## config.mk

```make
export PLATFORM = sky130hd
export DESIGN_NAME = apb_if
export DESIGN_NICKNAME = d
export VERILOG_FILES = /design/src/rtl/apb_pkg.sv /design/src/rtl/apb_regfile.sv /design/src/rtl/apb_if.sv
export SDC_FILE = /design/constraint.sdc
export NUM_CORES = 1
export LEC_CHECK = 0
export BUFFER_PORTS_ARGS = -buffer_cell sky130_fd_sc_hd__buf_2
export CORE_ASPECT_RATIO = 0.7
export CORE_MARGIN = 2
export CORE_UTILIZATION = 40
export CTS_CLUSTER_DIAMETER = 200
export DETAILED_ROUTE_END_ITERATION = 10
export SYNTH_ARGS = -nofsm -noshare
export SYNTH_HDL_FRONTEND = slang
export SYNTH_SLANG_ARGS = --single-unit
```

## constraint.sdc

```tcl
create_clock -name clk_i -period 6.6 [get_ports clk_i]
set_input_delay 1.32 -clock clk_i [delete_from_list [all_inputs] [get_ports clk_i]]
set_output_delay 1.32 -clock clk_i [all_outputs]
set_load 0.01 [all_outputs]
```

## src/rtl/apb_pkg.sv

```systemverilog
// ----------------------------------------------------------------------------
// apb_pkg
//
// Shared definitions for the APB register slave:
//   - default parameter values for apb_if / apb_regfile
//   - the transfer-phase FSM state enum
//   - error code constants reported by the address decoder
//   - a small helper that folds the individual decode checks into a code
//
// No ports; this file is imported by apb_if and apb_regfile.
// ----------------------------------------------------------------------------
package apb_pkg;

    // Default parameter values
    localparam int DEFAULT_ADDR_W      = 8;
    localparam int DEFAULT_DATA_W      = 32;
    localparam int DEFAULT_NUM_REGS    = 16;
    localparam int DEFAULT_WAIT_CYCLES = 0;

    // The wait-state counter has to reach at most 15.
    localparam int WAIT_CNT_W = 4;

    // Transfer phase as seen by the slave.
    typedef enum logic [1:0] {
        IDLE   = 2'd0,
        SETUP  = 2'd1,
        ACCESS = 2'd2
    } apb_state_e;

    // Decode error codes; bits can be set together, so an access that is
    // both misaligned and out of range reports both.
    localparam logic [1:0] ERR_NONE       = 2'b00;
    localparam logic [1:0] ERR_MISALIGNED = 2'b01;
    localparam logic [1:0] ERR_RANGE      = 2'b10;

    // Combine the individual decode checks into one error code.
    function automatic logic [1:0] decode_err(input logic misaligned,
                                              input logic out_of_range);
        logic [1:0] code;
        code = ERR_NONE;
        if (misaligned) begin
            code = code | ERR_MISALIGNED;
        end
        if (out_of_range) begin
            code = code | ERR_RANGE;
        end
        return code;
    endfunction

endpackage

```

## src/rtl/apb_regfile.sv

```systemverilog
// ----------------------------------------------------------------------------
// apb_regfile
//
// NUM_REGS x DATA_W register storage with per-byte write strobes.
// Write port is synchronous (commits on the rising edge); read port is
// combinational so a value written on one edge is visible in the very next
// cycle.
//
// Ports:
//   clk_i    in   clock
//   rst_i    in   synchronous active-high reset, clears every register
//   we       in   write enable for this cycle
//   waddr    in   IDX_W   register index to write
//   wdata    in   DATA_W  write data
//   wstrb    in   DATA_W/8 byte enables for the write
//   raddr    in   IDX_W   register index to read
//   rdata    out  DATA_W  contents of register raddr (0 if raddr is unmapped)
// ----------------------------------------------------------------------------
module apb_regfile
    import apb_pkg::*;
#(
    parameter int NUM_REGS = DEFAULT_NUM_REGS,
    parameter int DATA_W   = DEFAULT_DATA_W,
    parameter int IDX_W    = DEFAULT_ADDR_W - 2
) (
    input  logic                  clk_i,
    input  logic                  rst_i,
    input  logic                  we,
    input  logic [IDX_W-1:0]      waddr,
    input  logic [DATA_W-1:0]     wdata,
    input  logic [DATA_W/8-1:0]   wstrb,
    input  logic [IDX_W-1:0]      raddr,
    output logic [DATA_W-1:0]     rdata
);

    localparam int STRB_W = DATA_W / 8;

    logic [DATA_W-1:0] regs [NUM_REGS];

    // Storage: reset clears everything, otherwise only the strobed bytes of
    // the addressed register are updated. The index is matched against each
    // entry instead of used directly, so NUM_REGS need not be a power of two.
    always_ff @(posedge clk_i) begin
        if (rst_i) begin
            for (int i = 0; i < NUM_REGS; i++) begin
                regs[i] <= '0;
            end
        end else if (we) begin
            for (int i = 0; i < NUM_REGS; i++) begin
                if (waddr == IDX_W'(i)) begin
                    for (int b = 0; b < STRB_W; b++) begin
                        if (wstrb[b]) begin
                            regs[i][b*8 +: 8] <= wdata[b*8 +: 8];
                        end
                    end
                end
            end
        end
    end

    // Combinational read; unmapped indices return zero.
    always_comb begin
        rdata = '0;
        for (int i = 0; i < NUM_REGS; i++) begin
            if (raddr == IDX_W'(i)) begin
                rdata = regs[i];
            end
        end
    end

endmodule

```

## src/rtl/apb_if.sv

```systemverilog
// ----------------------------------------------------------------------------
// apb_if
//
// APB slave exposing NUM_REGS 32-bit registers. Tracks the transfer phase,
// decodes the address, inserts WAIT_CYCLES wait states, reports decode
// errors through pslverr and flags master protocol violations.
//
// Ports:
//   clk_i       in   clock, all state updates on the rising edge
//   rst_i       in   synchronous active-high reset
//   psel        in   slave select
//   penable     in   access phase
//   pwrite      in   1 = write, 0 = read
//   paddr       in   ADDR_W   byte address
//   pwdata      in   DATA_W   write data
//   pstrb       in   DATA_W/8 byte write strobes
//   prdata      out  DATA_W   read data, non-zero only on a good read completion
//   pready      out  transfer complete (one cycle per transfer)
//   pslverr     out  error response, only together with pready
//   prot_err_o  out  one-cycle pulse on a protocol violation
// ----------------------------------------------------------------------------
module apb_if
    import apb_pkg::*;
#(
    parameter int ADDR_W      = DEFAULT_ADDR_W,
    parameter int DATA_W      = DEFAULT_DATA_W,
    parameter int NUM_REGS    = DEFAULT_NUM_REGS,
    parameter int WAIT_CYCLES = DEFAULT_WAIT_CYCLES
) (
    input  logic                  clk_i,
    input  logic                  rst_i,
    input  logic                  psel,
    input  logic                  penable,
    input  logic                  pwrite,
    input  logic [ADDR_W-1:0]     paddr,
    input  logic [DATA_W-1:0]     pwdata,
    input  logic [DATA_W/8-1:0]   pstrb,
    output logic [DATA_W-1:0]     prdata,
    output logic                  pready,
    output logic                  pslverr,
    output logic                  prot_err_o
);

    localparam int IDX_W  = ADDR_W - 2;
    localparam int STRB_W = DATA_W / 8;

    apb_state_e               state_q;
    apb_state_e               state_d;
    apb_state_e               phase;

    logic [WAIT_CNT_W-1:0]    wait_cnt_q;
    logic                     wait_done;

    logic [ADDR_W-1:0]        addr_q;
    logic                     write_q;
    logic [DATA_W-1:0]        wdata_q;
    logic [STRB_W-1:0]        strb_q;
    logic                     bus_changed;

    logic [IDX_W-1:0]         index;
    logic [1:0]               err_code;
    logic                     is_err;

    logic                     complete;
    logic                     rf_we;
    logic [DATA_W-1:0]        rf_rdata;

    // The setup cycle of a transfer is the cycle in which the master first
    // shows psel with penable low. That cycle cannot be predicted by a
    // registered state, so the current phase is the registered state with a
    // look-ahead: IDLE plus psel & !penable is already SETUP. This lets the
    // access cycle follow immediately and gives pready in the second cycle
    // of a zero-wait transfer. The same look-ahead covers back-to-back
    // transfers: a completion returns to IDLE, and a new setup in the next
    // cycle is recognised as SETUP straight away.
    always_comb begin
        phase = state_q;
        if (state_q == IDLE && psel && !penable) begin
            phase = SETUP;
        end
    end

    // The address and controls are frozen at setup; any difference during
    // the access phase is a protocol violation.
    assign bus_changed = (paddr  != addr_q)  ||
                         (pwrite != write_q) ||
                         (pwdata != wdata_q) ||
                         (pstrb  != strb_q);

    assign wait_done = (wait_cnt_q == WAIT_CNT_W'(WAIT_CYCLES));

    // Address decode on the captured address.
    assign index = addr_q[ADDR_W-1:2];

    always_comb begin
        err_code = decode_err(addr_q[1:0] != 2'b00,
                              {1'b0, index} >= (IDX_W + 1)'(NUM_REGS));
    end

    assign is_err = (err_code != ERR_NONE);

    // State register.
    always_ff @(posedge clk_i) begin
        if (rst_i) begin
            state_q <= IDLE;
        end else begin
            state_q <= state_d;
        end
    end

    // Next-state logic. Losing psel or a changing bus abandons the transfer.
    always_comb begin
        state_d = state_q;
        case (phase)
            IDLE: begin
                state_d = IDLE;
            end
            SETUP: begin
                state_d = psel ? ACCESS : IDLE;
            end
            ACCESS: begin
                if (!psel || bus_changed || wait_done) begin
                    state_d = IDLE;
                end else begin
                    state_d = ACCESS;
                end
            end
            default: begin
                state_d = IDLE;
            end
        endcase
    end

    // Transfer bookkeeping: capture the bus at setup and count wait states
    // while the access phase continues.
    always_ff @(posedge clk_i) begin
        if (rst_i) begin
            wait_cnt_q <= '0;
            addr_q     <= '0;
            write_q    <= 1'b0;
            wdata_q    <= '0;
            strb_q     <= '0;
        end else begin
            if (phase == SETUP) begin
                addr_q  <= paddr;
                write_q <= pwrite;
                wdata_q <= pwdata;
                strb_q  <= pstrb;
            end
            if (phase == ACCESS && state_d == ACCESS) begin
                wait_cnt_q <= wait_cnt_q + 1'b1;
            end else begin
                wait_cnt_q <= '0;
            end
        end
    end

    // Outputs. Everything is gated by rst_i so a reset landing on what would
    // have been the completion cycle produces neither a pready pulse nor a
    // register write.
    always_comb begin
        complete   = !rst_i && (phase == ACCESS) && psel && !bus_changed && wait_done;
        pready     = complete;
        pslverr    = complete && is_err;
        rf_we      = complete && write_q && !is_err;
        prdata     = '0;
        if (complete && !write_q && !is_err) begin
            prdata = rf_rdata;
        end
        prot_err_o = !rst_i &&
                     (((phase == IDLE)   && penable) ||
                      ((phase == SETUP)  && !psel)   ||
                      ((phase == ACCESS) && (!psel || bus_changed)));
    end

    apb_regfile #(
        .NUM_REGS (NUM_REGS),
        .DATA_W   (DATA_W),
        .IDX_W    (IDX_W)
    ) u_regfile (
        .clk_i    (clk_i),
        .rst_i    (rst_i),
        .we       (rf_we),
        .waddr    (index),
        .wdata    (wdata_q),
        .wstrb    (strb_q),
        .raddr    (index),
        .rdata    (rf_rdata)
    );

endmodule

```

==> flow_summary.toml, run 1 <==
[synth]
ys_warn_count = 0
async_reset_ff_frac = 0
synthFlopType = "edfxtp_1"
ys_seq_area_frac = 0.677
synthSimpleGateAreaFrac = 0.130
muxShareOfSynthArea = 0.00704
synthCells = 1969
synth_compound_area_frac = 0.142
avgSynthCellArea_um2 = 12.3
synth_area_um2 = 24200
synth_top_family_by_area = "compound AO/OA/AOI/OAI gates"
synth_fa_ha_area_frac = 0.00104
synth.distinct_cells = 67
synth_xor_area_frac = 0.0170
synth_nets = 2020
synth-seq-cells = 562
synth-edff-count = 512

[global_routing]
antenna_found_initial = 5
grt_max_degree = 91
grt_overflow = 0
grt.total_usage = 0.251
grt_pass1_vias = 16900
grt_pass1_wl_um = 115000

[timing]
hold_violations = 0
min_period_over_period = 0.937
fin_hold_ws_ns = 0.487
fmax_ghz = 0.162
finalMaxSlewViolations = 0
max_slew_margin = 0.118
worst_pin_slew_ns = 1.31
post-route-min-period_ns = 6.19
skew_ns = 0.0188
finalSetupViolCount = 0
rsz0062_at_grt = "no"
tns_ns = 0

[clocking]
clkSlewWorstSetupHoldPaths_ns = 0.07
cts.sink_count = 562
insertion_delay_ns = 0.61
cts_tree = "yes"
post_cts_resized = 0
clk_path_buf_depth = 3
cts_root_buffer = "clkbuf_16"
postCtsSetupRepairBufs = 0
htree_num_levels = 2
cts.hold.buffers_added = 0
cts_buffers = 51

[pwr]
p_clk_frac = 0.383
switchingPower_mw = 1.76
ir_drop_uv = 219
leakage_nw = 8.92
swShare = 0.235
internal_power_mw = 5.75
power_density_nw_per_um2 = 277
share_comb_of_total_power = 0.065
power_frac_seq = 0.552
power_mw = 7.52

[setup_path]
required_ns = 5.28
critPathKind = "flip-flop to output pin"
critPathMaxFanout = 28
crit_path_end_kind = "output pin"
cp-start-kind = "flip-flop"
critical_path_arrival_ns = 4.87

[floorplanning]
num_io_pins = 84
start_util = 0.404
dieWidth_um = 298
core_area_um2 = 59900
die_area_um2 = 62500
die_h_um = 210
num_rows = 75

[routing]
dr_wl_met3_um = 9780
num_vias = 17600
firstDrtPassIters = 7
wl_met1_um = 33500
wl_per_cell_um = 27.7
drtIter0Drc = 2271
highest-signal-layer = "met5"
ant_nets = 0
drc = 0
met2WireLength_um = 34500
wirelength_um = 80000
via_per_inst = 6.09

[final_layout]
area.growth.synth_to_final_pct = 12.1
final_nets = 2087
final_common_cell = "edfxtp_1"
mostFrequentLayoutCells = "edfxtp_1 (512), nor2_1 (420), nand2_1 (159), a22oi_1 (85), buf_2 (82)"
utilization = 0.453
drive_above_1_share = 0.130

[placed_design]
io_buffers = 83
dp_hpwl_um = 56700
place.gp.congestion = 0.947

[run_status]
status = "completed"

[run]
maxCapViolations = 0

[hold_path]
hold_class = "flip-flop to flip-flop"
-- metrics by stage --
| step | cells | setup WS, ns | instance area [um2] |
|---|---|---|---|
| after detailed placement | 2791 | 0.900 | 25500 |
| after CTS | 2885 | 0.729 | 27100 |
| final | 2886 | 0.413 | 27100 |
| after global placement | 2791 | 0.952 | 25500 |
| after floorplan | 1969 | 2.09 | 24200 |
| after global routing | 2885 | 0.412 | 27100 |
-- final timing paths --
kind	endpoint	slack, ns	startpoint	cells past startpoint
worst min register to register	strb_q[2]	0.49	strb_q[2]	2
worst max register to register	u_regfile.regs[0][28]	1.93	addr_q[3]	8
worst min-delay path	strb_q[2]	0.49	strb_q[2]	2
worst max-delay path	prdata[1]	0.41	addr_q[3]	9
-- layout make-up --
cell class	count	area [um2]
Antenna cell	1	2.50
Timing Repair Buffer	152	936
Clock buffer	65	1370
Clock inverter	29	190
Sequential cell	562	16400
Inverter	5	18.8
Multi-Input combinational cell	1264	7200
Tap cell	808	1010
Fill cell	5564	32800
-- cells in the mapped netlist, types with 22 or more instances --
library cell	number	share of area
edfxtp_1	512	0.64
nor2_1	425	0.066
nand2_1	161	0.025
a22oi_1	85	0.026
clkbuf_1	81	0.013
a21oi_1	70	0.014
dfxtp_1	50	0.041
xor2_1	45	0.016
buf_2	43	0.0089
o21ai_0	43	0.0089
o21bai_1	41	0.013
o22a_1	37	0.013
nor2b_1	34	0.0088
a31o_2	25	0.0091
nand3_1	25	0.0052
nor4_1	22	0.0057
o22ai_1	22	0.0057
-- sequential cells by signal, indices dropped and copies added, names as in the netlist --
signal,cells
addr_q,8
strb_q,4
state_q,1
write_q,1
u_regfile.regs,512
wdata_q,32
wait_cnt_q,4
-- power by group through the flow --
stage | sequential (mW) | clock, mW | combinational (mW)
3_3_place_gp | 4.22 | 0 | 0.474
2_1_floorplan | 4.19 | 0 | 0.274
5_1_grt | 4.16 | 3.01 | 0.513
3_5_place_dp | 4.22 | 0 | 0.478
4_1_cts | 4.15 | 2.88 | 0.480
6_report | 4.15 | 2.88 | 0.489
-- critical path: stages, from the launching register on --
cell and delay, ns:
dfxtp_2 0.87, buf_4 0.45, xor2_1 0.11, nor4_1 0.32, nand4_1 0.21, nor4_4 0.34, nand4_2 0.38, buf_4 0.32
nor4_1 0.97, buf_2 0.29
-- cell families after synthesis --
kind of cell / after synthesis
AOI/OAI and AO/OA: 464
xor gates and xnor gates: 47
buffers and inverters: 143
muxes: 17
DFF: 562
and+or+nand+nor: 734
adders and majority gates: 2
-- metal layers --
| metal | track usage | vias up |
|---|---|---|
| li1 | - | 7519 |
| met1 | 0.366 | 8834 |
| met2 | 0.369 | 1067 |
| met3 | 0.0676 | 143 |
| met4 | 0.0672 | 2 |
| met5 | 0 | - |
Note: power is estimated with default switching activity, not from simulation.
==> run 2: changes to the inputs <==
- BUFFER_PORTS_ARGS: -buffer_cell sky130_fd_sc_hd__buf_2 -> -buffer_cell sky130_fd_sc_hd__buf_4
- CORE_UTILIZATION: 40 -> 30
==> run 2 against run 1 <==
Effect of this change: sequential share of layout area shrank 1.1 points; critical path type unchanged; sequential power about the same; clock-buffer cell count fell by 7; register-to-register slack better by 0.55 ns; via count grew 0.72%; hold slack improved by 0.010 ns; worst setup slack improved by 0.20 ns; final cell count increased by 8.9%.
==> flow_summary.toml, run 2 (synthesis gave the netlist of run 1 again) <==
[clocking]
cts_root_buffer = "clkbuf_16"
cts_tree = "yes"
post_cts_resized = 0
clkSlewWorstSetupHoldPaths_ns = 0.07
clk_path_buf_depth = 3
cts.hold.buffers_added = 0
postCtsSetupRepairBufs = 0
htree_num_levels = 2
insertion_delay_ns = 0.60
cts.sink_count = 562
cts_buffers = 50

[floorplanning]
die_h_um = 242
core_area_um2 = 80100
start_util = 0.302
num_rows = 87
dieWidth_um = 343
num_io_pins = 84
die_area_um2 = 82900

[timing]
skew_ns = 0.0207
finalWorstSetupSlack_ns = 0.613
worst_pin_slew_ns = 1.20
tns_ns = 0
hold_violations = 0
min_period_over_period = 0.907
fmax_ghz = 0.167
rsz0062_at_grt = "no"
max_slew_margin = 0.198
post-route-min-period_ns = 5.99
finalSetupViolCount = 0
finalMaxSlewViolations = 0

[final_layout]
area.growth.synth_to_final_pct = 14.3
nFillCells = 7896
top_register = "u_regfile.regs"
largest_reg_flops = 512
mostFrequentLayoutCells = "edfxtp_1 (512), nor2_1 (419), nand2_1 (158), buf_4 (156), a22oi_1 (85)"
num_antenna_cells = 0
final_nets = 2091
largestRegisters = "u_regfile.regs x512, wdata_q x32, addr_q x8"
multi_input_comb_area_um2 = 7200
layout.area.seq_um2 = 16400
final_common_cell = "edfxtp_1"
drive_above_1_share = 0.134

[placed_design]
dp_hpwl_um = 58400
place.gp.congestion = 0.911
io_buffers = 83
pre_cts_ws_ns = 1.30

[routing]
firstDrtPassIters = 6
wirelength_um = 82100
drc = 0
via_per_inst = 5.63
drtIter0Drc = 2762
num_vias = 17700
wl_per_cell_um = 26.1
ant_nets = 0

[setup_path]
slowest_delay_ns = 0.98
critPathKind = "flip-flop to output pin"
reg2reg_depth = 7
path_cells = "nand2b_1 -> nor2_4 -> a221oi_1 -> nand3_1 -> nor3_1 -> a2111oi_2 -> buf_4"
critPathMaxFanout = 25
r2r_slack_ns = 2.48
timing.rr.start = "addr_q[3]"
critical_path_arrival_ns = 4.67
path_delay_family = "simple AND/OR/NAND/NOR gates"
cp-start-kind = "flip-flop"
cp_slowest_cell = "a221oi_1"
crit_path_end_kind = "output pin"
critPathBufInv = 1
reg2reg_to = "u_regfile.regs[0][109]"
required_ns = 5.28

[pwr]
ir_drop_uv = 207
leakage_nw = 8.96
power_density_nw_per_um2 = 272

[hold_path]
hold_depth = 1
hold_class = "flip-flop to flip-flop"
worstHoldEndpoint = "wait_cnt_q[0]"
hp-start = "wait_cnt_q[0]"

[run]
maxCapViolations = 0

[global_routing]
grt_max_degree = 103
grt_pass1_vias = 17300
grt_overflow = 0
grt.total_usage = 0.193
grt_pass1_wl_um = 119000
antenna_found_initial = 2

[run_status]
status = "completed"
[run 2: worst register-to-register path, delay by kind of cell (launching register included)]
family | cells | cell delay (ns)
AND/OR/NAND/NOR | 4 | 1.30
AO/OA/AOI/OAI | 1 | 1.00
flip-flops | 1 | 0.80
buffers and inverters | 1 | 0.47
XOR/XNOR | 1 | 0.14
[run 2: layout make-up]
| class | count | area share |
|---|---|---|
| multi-input combinational | 1264 | 0.261 |
| tap | 1068 | 0.0484 |
| sequential | 562 | 0.593 |
| clock buffer | 58 | 0.0471 |
| clock inverter | 28 | 0.00747 |
| timing repair buffer | 157 | 0.0431 |
| inverter | 5 | 0.000679 |
[run 2: report_power, final]
group | leakage, nW | total, mW | switching (mW) | internal, mW
logic | 2.79 | 0.515 | 0.364 | 0.150
clock network | 0.742 | 2.84 | 1.32 | 1.52
registers | 5.42 | 4.15 | 0.0761 | 4.07
[run 2: per-stage QoR]
stage	hold WS [ns]	area [um2]	utilization	power, mW	cells
final	0.497	27600	0.345	7.51	3142
after global routing	0.515	27600	0.345	7.69	3142
after global placement	0.472	26100	0.326	4.71	3056
after CTS	0.492	27600	0.345	7.50	3142
after floorplan	0.456	24200	-	4.46	1969
after detailed placement	0.483	26100	0.326	4.73	3056
[run 2: how the worst max path moves through the flow]
| stage | startpoint | endpoint | slack, ns | cells after the start |
|---|---|---|---|---|
| after floorplan | paddr[3] | prdata[14] | 2.09 | 7 |
| after global placement | addr_q[3] | prdata[15] | 1.23 | 7 |
| after detailed placement | pwdata[30] | prdata[30] | 1.30 | 9 |
| final | addr_q[3] | prdata[15] | 0.61 | 7 |
| after CTS | addr_q[3] | prdata[15] | 0.65 | 7 |
| after global routing | addr_q[3] | prdata[15] | 0.65 | 7 |
[run 2: metal layers]
metal,up-vias,part of all wire,GRT usage,routed length (um)
li1,7529,-,-,-
met1,8959,0.44,0.295,35900
met2,1098,0.43,0.280,35100
met3,104,0.12,0.0479,9850
met4,2,0.015,0.0320,1220
met5,-,0.00012,0,10
==> run 3: changes to the inputs <==
- CELL_PAD_IN_SITES_DETAIL_PLACEMENT: not set -> 0
- CELL_PAD_IN_SITES_GLOBAL_PLACEMENT: not set -> 1
- PLACE_DENSITY_LB_ADDON: not set -> 0.1
==> run 3 against run 2 <==
Effect of this change: final area is 1.5% higher; final cell count up 1.6%; first-iteration DRC count fell by 42%; non-clock buffer count grew 33; total power rose by 3.1%; critical path type unchanged; critical endpoint is now prdata[12]; largest cell class unchanged.
==> flow_summary.toml, run 3 (synthesis gave the netlist of run 1 again) <==
[setup_path]
cp-start-kind = "flip-flop"
timing.rr.start = "addr_q[3]"
reg2reg_to = "u_regfile.regs[0][45]"
required_ns = 5.28
critical_path_arrival_ns = 4.71
critPathMaxFanout = 28
critPathKind = "flip-flop to output pin"
reg2reg_depth = 8
crit_path_end_kind = "output pin"
r2r_slack_ns = 2.26

[final_layout]
final_common_cell = "edfxtp_1"
area.growth.synth_to_final_pct = 16.0
finalNonFillerCells = 3192
nFillCells = 8028
top_register = "u_regfile.regs"
drive_above_1_share = 0.151
largest_reg_flops = 512
largestRegisters = "u_regfile.regs x512, wdata_q x32, addr_q x8"
utilization = 0.350
mostFrequentLayoutCells = "edfxtp_1 (512), nor2_1 (419), buf_4 (190), nand2_1 (151), a22oi_1 (85)"
final_nets = 2130

[routing]
drc = 0
firstDrtPassIters = 5
num_vias = 17200
ant_nets = 0
wl_per_cell_um = 29.2
via_per_inst = 5.38
wirelength_um = 93300
drtIter0Drc = 1612

[clocking]
insertion_delay_ns = 0.63
htree_num_levels = 2
post_cts_resized = 0
cts.hold.buffers_added = 0
cts_tree = "yes"
postCtsSetupRepairBufs = 0
clk_path_buf_depth = 3
cts_buffers = 56
cts.sink_count = 562
clkSlewWorstSetupHoldPaths_ns = 0.06
cts_root_buffer = "clkbuf_16"

[global_routing]
grt_pass1_vias = 17200
grt_overflow = 0
grt_pass1_wl_um = 132000
grt.total_usage = 0.224
grt_max_degree = 63
antenna_found_initial = 5

[pwr]
ir_drop_uv = 200
power_mw = 7.74
leakage_nw = 9.19
power_density_nw_per_um2 = 276

[floorplanning]
die_h_um = 242
die_area_um2 = 82900
start_util = 0.302
num_rows = 87
dieWidth_um = 343
core_area_um2 = 80100
num_io_pins = 84

[placed_design]
placedCellCount = 3089
dp_hpwl_um = 66400
place.gp.congestion = 0.821
io_buffers = 83
pre_cts_ws_ns = 1.05

[hold_path]
hold_depth = 2
worstHoldEndpoint = "addr_q[0]"
hp-start = "addr_q[0]"
hold_class = "flip-flop to flip-flop"

[timing]
fmax_ghz = 0.166
finalMaxSlewViolations = 0
post-route-min-period_ns = 6.03
finalSetupViolCount = 0
hold_violations = 0
worst_pin_slew_ns = 1.24
min_period_over_period = 0.913
rsz0062_at_grt = "no"
finalWorstSetupSlack_ns = 0.573
max_slew_margin = 0.168
tns_ns = 0
skew_ns = 0.0116

[run]
maxCapViolations = 0

[run_status]
status = "completed"
## run 3: cell count changes in the layout (fill, tap and decap cells not counted), sizes merged
cell and change:
clkbuf +17, inv -1, buf +33, bufinv -2, diode +2, clkinv +1
## run 3: through the flow
step	area [um2]	hold slack [ns]
global placement	26400	0.469
CTS	28000	0.489
floorplan	24200	0.456
detailed placement	26400	0.481
finish	28000	0.491
global route	28000	0.518
## run 3: worst max path at each step
stage,slack (ns),cells after the start,endpoint,from
floorplan,2.09,7,prdata[14],paddr[3]
global placement,1.07,9,prdata[30],pwdata[27]
detailed placement,1.05,7,prdata[30],addr_q[5]
CTS,0.36,7,prdata[30],addr_q[5]
global route,0.52,8,prdata[13],addr_q[3]
finish,0.57,8,prdata[12],addr_q[3]
## run 3: final cells by class
| class | instances | area [um2] | share of cell area |
|---|---|---|---|
| inverters | 5 | 18.8 | 0.000669 |
| flip-flops and latches | 562 | 16400 | 0.584 |
| clock inverters | 26 | 144 | 0.00513 |
| diodes | 2 | 5.00 | 0.000179 |
| well taps | 1068 | 1340 | 0.0477 |
| repair buffers | 190 | 1430 | 0.0509 |
| clock buffers | 75 | 1490 | 0.0533 |
| multi-input cells | 1264 | 7230 | 0.258 |
## run 3: critical path: stages, from the launching register on
cell and delay [ns]:
dfxtp_2 0.93, nand2b_1 0.77, nor2_2 0.35, nor3_1 1.00
buf_4 0.27, nand2_1 0.06, o211ai_1 0.38, a2111oi_2 0.13
buf_4 0.17
## run 3: per-layer routing
metal | global-route usage | vias to the layer above | share of wire
met4 | 0.0497 | 0 | 0.021
met5 | 0 | - | 0
met3 | 0.0319 | 105 | 0.056
met2 | 0.337 | 507 | 0.44
met1 | 0.341 | 8952 | 0.48
li1 | - | 7617 | -
## run 3: power by group
part	switching, mW	total, mW	internal (mW)
logic	0.392	0.556	0.164
clock network	1.42	3.04	1.62
registers	0.0733	4.15	4.07
total	1.89	7.74	5.85
